===== src/rtl/nn_stream_pkg.sv =====
// Shared types and helpers for the neuron-layer streaming blocks.
// Latency: n/a (package only).
// Backpressure: n/a (package only).
//   idx_width()        : element index width, clog2 with a floor of 1
//   ser_state_t        : serializer FSM encoding (IDLE=0, SEND=1)
//   DEFAULT_DATA_WIDTH : default element width
package nn_stream_pkg;

  localparam int DEFAULT_DATA_WIDTH = 16;

  typedef enum logic {
    IDLE = 1'b0,
    SEND = 1'b1
  } ser_state_t;

  // A single-element vector still needs a 1-bit index port.
  function automatic int idx_width(input int n);
    return (n <= 1) ? 1 : $clog2(n);
  endfunction

endpackage


===== src/rtl/stream_argmax.sv =====
// Signed running maximum over the beats of one streamed vector; ties keep the lowest index.
// Latency: result registered, max_valid pulses the cycle after the last beat.
// Backpressure: none of its own; only advances on beats qualified by the caller.
//   s_axi_aclk, reset : clock, synchronous active-high reset
//   beat, last        : a beat is transferred this cycle / it is the vector's final beat
//   idx, data         : index and value of the beat
//   max_valid         : one-cycle pulse when max_index/max_value are updated
//   max_index/value   : result of the last completed vector, held until the next pulse
module stream_argmax #(
  parameter int DATA_WIDTH = 16,
  parameter int IDX_W      = 1
) (
  input  logic                  s_axi_aclk,
  input  logic                  reset,
  input  logic                  beat,
  input  logic                  last,
  input  logic [IDX_W-1:0]      idx,
  input  logic [DATA_WIDTH-1:0] data,
  output logic                  max_valid,
  output logic [IDX_W-1:0]      max_index,
  output logic [DATA_WIDTH-1:0] max_value
);

  logic [DATA_WIDTH-1:0] run_val;
  logic [IDX_W-1:0]      run_idx;
  logic [DATA_WIDTH-1:0] cand_val;
  logic [IDX_W-1:0]      cand_idx;

  // Element 0 always seeds the running max so stale state from the previous
  // vector never leaks in. Strict '>' keeps the earliest index on ties.
  always_comb begin
    cand_val = run_val;
    cand_idx = run_idx;
    if (idx == '0 || $signed(data) > $signed(run_val)) begin
      cand_val = data;
      cand_idx = idx;
    end
  end

  always_ff @(posedge s_axi_aclk) begin
    if (reset) begin
      run_val   <= '0;
      run_idx   <= '0;
      max_valid <= 1'b0;
      max_index <= '0;
      max_value <= '0;
    end else begin
      max_valid <= 1'b0;
      if (beat) begin
        run_val <= cand_val;
        run_idx <= cand_idx;
        if (last) begin
          max_valid <= 1'b1;
          max_index <= cand_idx;
          max_value <= cand_val;
        end
      end
    end
  end

endmodule


===== src/rtl/layer_stream_serializer.sv =====
// Captures a layer's parallel output vector and streams it one element per beat, with a one-deep pending buffer.
// Latency: first element presented the cycle after accept; back-to-back vectors stream with no bubble.
// Backpressure: out_ready stalls the stream with outputs held; in_ready drops while pending is full, and a vector offered then is dropped and flagged in overflow.
//   s_axi_aclk, reset  : clock, synchronous active-high reset
//   in_valid/in_data   : single-cycle vector pulse, element k at [k*DATA_WIDTH +: DATA_WIDTH]
//   in_ready           : pending buffer empty, a vector offered now will be taken
//   out_valid/out_ready: per-element handshake; out_data/out_index/out_last describe the beat
//   overflow           : sticky, a vector was dropped since reset
//   busy               : sending or holding a pending vector
// Optional: define SER_ARGMAX_EN to add max_valid/max_index/max_value (signed argmax per vector).
module layer_stream_serializer
  import nn_stream_pkg::*;
#(
  parameter int NUM_NEURONS = 30,
  parameter int DATA_WIDTH  = DEFAULT_DATA_WIDTH,
  localparam int IDX_W      = idx_width(NUM_NEURONS)
) (
  input  logic                              s_axi_aclk,
  input  logic                              reset,
  input  logic                              in_valid,
  input  logic [NUM_NEURONS*DATA_WIDTH-1:0] in_data,
  output logic                              in_ready,
  output logic                              out_valid,
  input  logic                              out_ready,
  output logic [DATA_WIDTH-1:0]             out_data,
  output logic [IDX_W-1:0]                  out_index,
  output logic                              out_last,
  output logic                              overflow,
  output logic                              busy
`ifdef SER_ARGMAX_EN
  ,
  output logic                              max_valid,
  output logic [IDX_W-1:0]                  max_index,
  output logic [DATA_WIDTH-1:0]             max_value
`endif
);

  localparam int VEC_W = NUM_NEURONS * DATA_WIDTH;
  localparam logic [IDX_W-1:0] LAST_IDX = IDX_W'(NUM_NEURONS - 1);

  ser_state_t       state_q, state_d;
  logic [VEC_W-1:0] active_q, active_d;
  logic [VEC_W-1:0] pending_q, pending_d;
  logic             pend_full_q, pend_full_d;
  logic [IDX_W-1:0] cnt_q, cnt_d;
  logic             overflow_q;

  logic accept;
  logic beat;
  logic at_last;
  logic lastbeat;

  assign in_ready  = !pend_full_q;
  assign accept    = in_valid && in_ready;
  assign out_valid = (state_q == SEND);
  assign beat      = out_valid && out_ready;
  assign at_last   = (cnt_q == LAST_IDX);
  assign lastbeat  = beat && at_last;

  // The element on the wire is always the low slice of the shift register,
  // so a stalled beat holds naturally while nothing shifts.
  assign out_data  = active_q[DATA_WIDTH-1:0];
  assign out_index = cnt_q;
  assign out_last  = out_valid && at_last;
  assign overflow  = overflow_q;
  assign busy      = out_valid || pend_full_q;

  always_comb begin
    state_d     = state_q;
    active_d    = active_q;
    pending_d   = pending_q;
    pend_full_d = pend_full_q;
    cnt_d       = cnt_q;

    case (state_q)
      IDLE: begin
        // Pending is always empty here: it only fills during SEND and is
        // drained into active before SEND can exit.
        if (accept) begin
          active_d = in_data;
          cnt_d    = '0;
          state_d  = SEND;
        end
      end

      SEND: begin
        if (lastbeat) begin
          // Refill active in the same edge so the next vector's element 0
          // follows the last beat with no idle cycle.
          if (pend_full_q) begin
            active_d    = pending_q;
            cnt_d       = '0;
            pend_full_d = 1'b0;
          end else if (accept) begin
            active_d = in_data;
            cnt_d    = '0;
          end else begin
            state_d = IDLE;
          end
        end else begin
          if (beat) begin
            active_d = active_q >> DATA_WIDTH;
            cnt_d    = cnt_q + IDX_W'(1);
          end
          if (accept) begin
            pending_d   = in_data;
            pend_full_d = 1'b1;
          end
        end
      end

      default: state_d = IDLE;
    endcase
  end

  always_ff @(posedge s_axi_aclk) begin
    if (reset) begin
      state_q     <= IDLE;
      active_q    <= '0;
      pending_q   <= '0;
      pend_full_q <= 1'b0;
      cnt_q       <= '0;
      overflow_q  <= 1'b0;
    end else begin
      state_q     <= state_d;
      active_q    <= active_d;
      pending_q   <= pending_d;
      pend_full_q <= pend_full_d;
      cnt_q       <= cnt_d;
      // A vector offered while pending is occupied is lost; remember it.
      if (in_valid && !in_ready) begin
        overflow_q <= 1'b1;
      end
    end
  end

`ifdef SER_ARGMAX_EN
  stream_argmax #(
    .DATA_WIDTH(DATA_WIDTH),
    .IDX_W     (IDX_W)
  ) u_argmax (
    .s_axi_aclk(s_axi_aclk),
    .reset     (reset),
    .beat      (beat),
    .last      (lastbeat),
    .idx       (cnt_q),
    .data      (out_data),
    .max_valid (max_valid),
    .max_index (max_index),
    .max_value (max_value)
  );
`endif

endmodule


===== config.mk =====
export PLATFORM = sky130hd
export DESIGN_NAME = layer_stream_serializer
export DESIGN_NICKNAME = d
export VERILOG_FILES = /design/src/rtl/nn_stream_pkg.sv /design/src/rtl/stream_argmax.sv /design/src/rtl/layer_stream_serializer.sv
export SDC_FILE = /design/constraint.sdc
export NUM_CORES = 2
export LEC_CHECK = 0
export CORE_MARGIN = 5
export CORE_UTILIZATION = 55
export CTS_CLUSTER_DIAMETER = 100
export DETAILED_ROUTE_END_ITERATION = 7
export MAX_ROUTING_LAYER = met4
export PLACE_DENSITY_LB_ADDON = 0.12
export SETUP_SLACK_MARGIN = 0.1
export SYNTH_ARGS = -nofsm -noshare
export SYNTH_HDL_FRONTEND = slang
export SYNTH_SLANG_ARGS = --single-unit

===== constraint.sdc =====
create_clock -name s_axi_aclk -period 2.43 [get_ports s_axi_aclk]
set_input_delay 0.243 -clock s_axi_aclk [delete_from_list [all_inputs] [get_ports s_axi_aclk]]
set_output_delay 0.243 -clock s_axi_aclk [all_outputs]
set_load 0.02 [all_outputs]

==> run_results.csv <==
group,metric,value,unit
run_status,status,"finished, final reports clean",
critical_path,path_cells,"inv_1 > ha_1 > and4_4 > buf_12 > and2_1 > clkdlybuf4s15_2",
sta,rsz0062_at_grt,"false",
routing,drc,0,
floorplan,start_util,0.555,
critical_path,endpoint_kind,"output port",
sta,clock_skew,0.0157,ns
worst_hold_path,min_path_type,"primary input to flip-flop",
critical_path,worstSetupPathType,"flip-flop to output port",
synth,synth_top_cell_by_area,"dfxtp_1",
synth,synth-edff-count,0,
synth,ys_seq_elements,968,
clock_network,h-tree-depth,3,
sta,setup_viol,0,
critical_path,startpoint_type,"flip-flop",
grt,grt.total_usage,0.344,
critical_path,max_stage_delay,0.31,ns
clock_network,clock-sinks,968,
placed_design,port-buffer-count,509,
critical_path,cp_num_buf_inv,3,
synth,async_reset_ff_frac,0,
clock_network,cts_tree,"built",
routing,post_drt_wl_per_cell,20.9,um
sta,tightest_slew,1.07,ns
sta,slew_headroom,0.286,
routing,initialDrtViolationCount,4849,
synth,synthMuxAreaShare,0.000228,
clock_network,clkLatencyLatePin,0.66,ns
placed_design,hpwl,101000,um
clock_network,cts-root-buf,"clkbuf_16",
finish,synthToLayoutAreaGrowth,22.9,%
synth,synth_compound_area_frac,0.295,
sta,max_freq,0.446,GHz
critical_path,crit_path_top_delay_cell,"dfxtp_1",
sta,slew_viol_final,0,
clock_network,cts_buffers,102,
floorplan,die_w,292,um
synth,syn_avg_cell_area,7.47,um2
placed_design,gp_congestion,0.904,
synth,synth_top_area_frac,0.442,
synth,synth_top_family_by_area,"compound AO/OA/AOI/OAI gates",
grt,grt_pass1_vias,40500,
floorplan,ioPinCount,510,
routing,vias,43900,
synth,synthTopCellsByArea,"dfxtp_1 44%, nand2_1 16%, a31o_2 9.1%",
floorplan,coreArea,79000,um2
grt,antenna_found_initial,13,
finish,fill_cells,6690,
synth,syn_inst,5868,
sta,layout_min_cycle_time,2.24,ns
routing,detail-route-antenna-nets,0,
synth,ys.flop_type,"dfxtp_1",
synth,synth.yosys.seq_area_share,0.442,
routing,viasPerCell,6.06,
finish,fin_nets,6582,
finish,layout-drive-gt1-share,0.131,
synth,synth-simple-area-share,0.204,
critical_path,worst-endpoint-required,2.19,ns
synth,netlist_area,43800,um2
critical_path,cp.arrival,2.00,ns
power_and_ir_drop,power.leakage,19.7,nW
routing,first_pass_iters,6,
routing,wirelength,152000,um
sta,period_share,0.923,
synth,synth_fp_nets,6354,
floorplan,die_area,85400,um2
job,drv_cap,0,
finish,final_cell_mix,"1856 x nand2_1, 968 x dfxtp_1, 523 x a21oi_1",
finish,final_util,0.682,
synth,synth_fa_ha_area_frac,0.000571,
clock_network,clk_path_buf_depth,3,
critical_path,cp_max_fo,20,
critical_path,crit_family,"buffers and inverters",
floorplan,rows,103,
power_and_ir_drop,p_per_area,743,nW/um2
power_and_ir_drop,irDropWorstVdd,0.602,mV
grt,grt_pass1_wl,233000,um
synth,synth_xor_area_frac,0.000200,
synth,synth_cell_types,42,
synth,ys.warnings.count,0,
clock_network,clk_pin_slew,0.06,ns
grt,overflow,0,
sta,tns,0,ns
grt,grt_max_degree,177,
floorplan,die_h,292,um
sta,hold_violations,0,
finish,layout.cells.most_common,"nand2_1",
==> worst paths after layout <==
| check | startpoint | to | slack, ns | cells past startpoint |
|---|---|---|---|---|
| max | out_index[1]$_SDFFE_PP0P_ | out_last | 0.19 | 6 |
| min | in_data[256] | pending_q[256]$_SDFFE_PP0P_ | 0.16 | 3 |
| max reg2reg | out_index[1]$_SDFFE_PP0P_ | active_q[343]$_SDFFE_PP0P_ | 0.34 | 9 |
| min reg2reg | pending_q[446]$_SDFFE_PP0P_ | pending_q[446]$_SDFFE_PP0P_ | 0.45 | 2 |
==> repair_timing <==
action / 4_1_cts / 5_1_grt
setup endpoints to repair: 1 / 2
pin swaps: 0 / 1
setup buffers: 0 / 1
hold buffers: 1 / 0
cloned: 0 / 0
resized for setup: 5 / 1
endpoints found under the hold margin: 26 / 0
==> cells in the mapped netlist, drive strengths merged (2+ instances only) <==
master   count
nor2       448
dfxtp      968
o22ai       45
a31o       453
nor2b        3
ha           2
nor3         3
a22oi      443
buf        317
nand3        9
nand2b       3
o21ai      469
or3          2
a2bb2oi      6
a21oi      523
and3        21
inv          3
clkbuf     241
nand2     1857
a211oi      21
and2         2
o211ai      17
==> sequential cells by signal, summed over array words and instances, names as in the netlist <==
| register | cells |
|---|---|
| active_q | 480 |
| out_index | 5 |
| overflow | 1 |
| out_valid | 1 |
| pend_full_q | 1 |
| pending_q | 480 |
==> worst register-to-register path: stages, from the launching register on <==
cell and delay (ns):
dfxtp_1 0.33, inv_1 0.05, ha_1 0.20, and4_4 0.20
buf_4 0.16, nor3_4 0.19, buf_12 0.32, buf_12 0.33
a22oi_1 0.14, o21ai_1 0.11
==> layer usage <==
layer	GRT usage	vias to the layer above	share of wire
met5	-	-	0
met4	0.139	0	0.047
met3	0.0480	308	0.082
met2	0.529	1968	0.46
met1	0.461	20900	0.41
li1	-	20800	-
==> cells by family after synthesis <==
| kind of cell | count (synthesis) |
|---|---|
| and+or+nand+nor | 2351 |
| AOI/OAI and AO/OA | 1983 |
| DFF | 968 |
| buffers and inverters | 562 |
| adders and majority gates | 2 |
| xor gates and xnor gates | 1 |
| muxes | 1 |
==> layout make-up <==
class                      instances  area, um2  share of cell area
multi-input combinational       4338      22000               0.408
sequential                       968      19400               0.360
timing repair buffer             682       7610               0.141
clock buffer                     151       3090              0.0574
tap                             1050       1310              0.0244
clock inverter                    39        469             0.00871
antenna                           15       37.5            0.000697
inverter                           4       15.0            0.000279
==> report_power, final <==
part,switching [mW],total [mW],internal [mW]
Sequential,0.984,17.9,16.9
Clock,6.60,16.4,9.85
Combinational,3.01,5.70,2.69
Total,10.6,40.0,29.5
==> through the flow <==
stage	power [mW]	std cells	hold WS (ns)	setup slack [ns]	instance area, um2
global placement	23.7	7040	0.439	0.203	50300
detailed placement	23.8	7040	0.444	0.177	50300
finish	40.0	7247	0.161	0.186	53900
global route	41.4	7244	0.145	0.130	53900
CTS	40.1	7231	0.136	0.106	53800
floorplan	21.2	5868	0.379	0.502	43800
No activity file was read; power rests on OpenSTA's default activity.
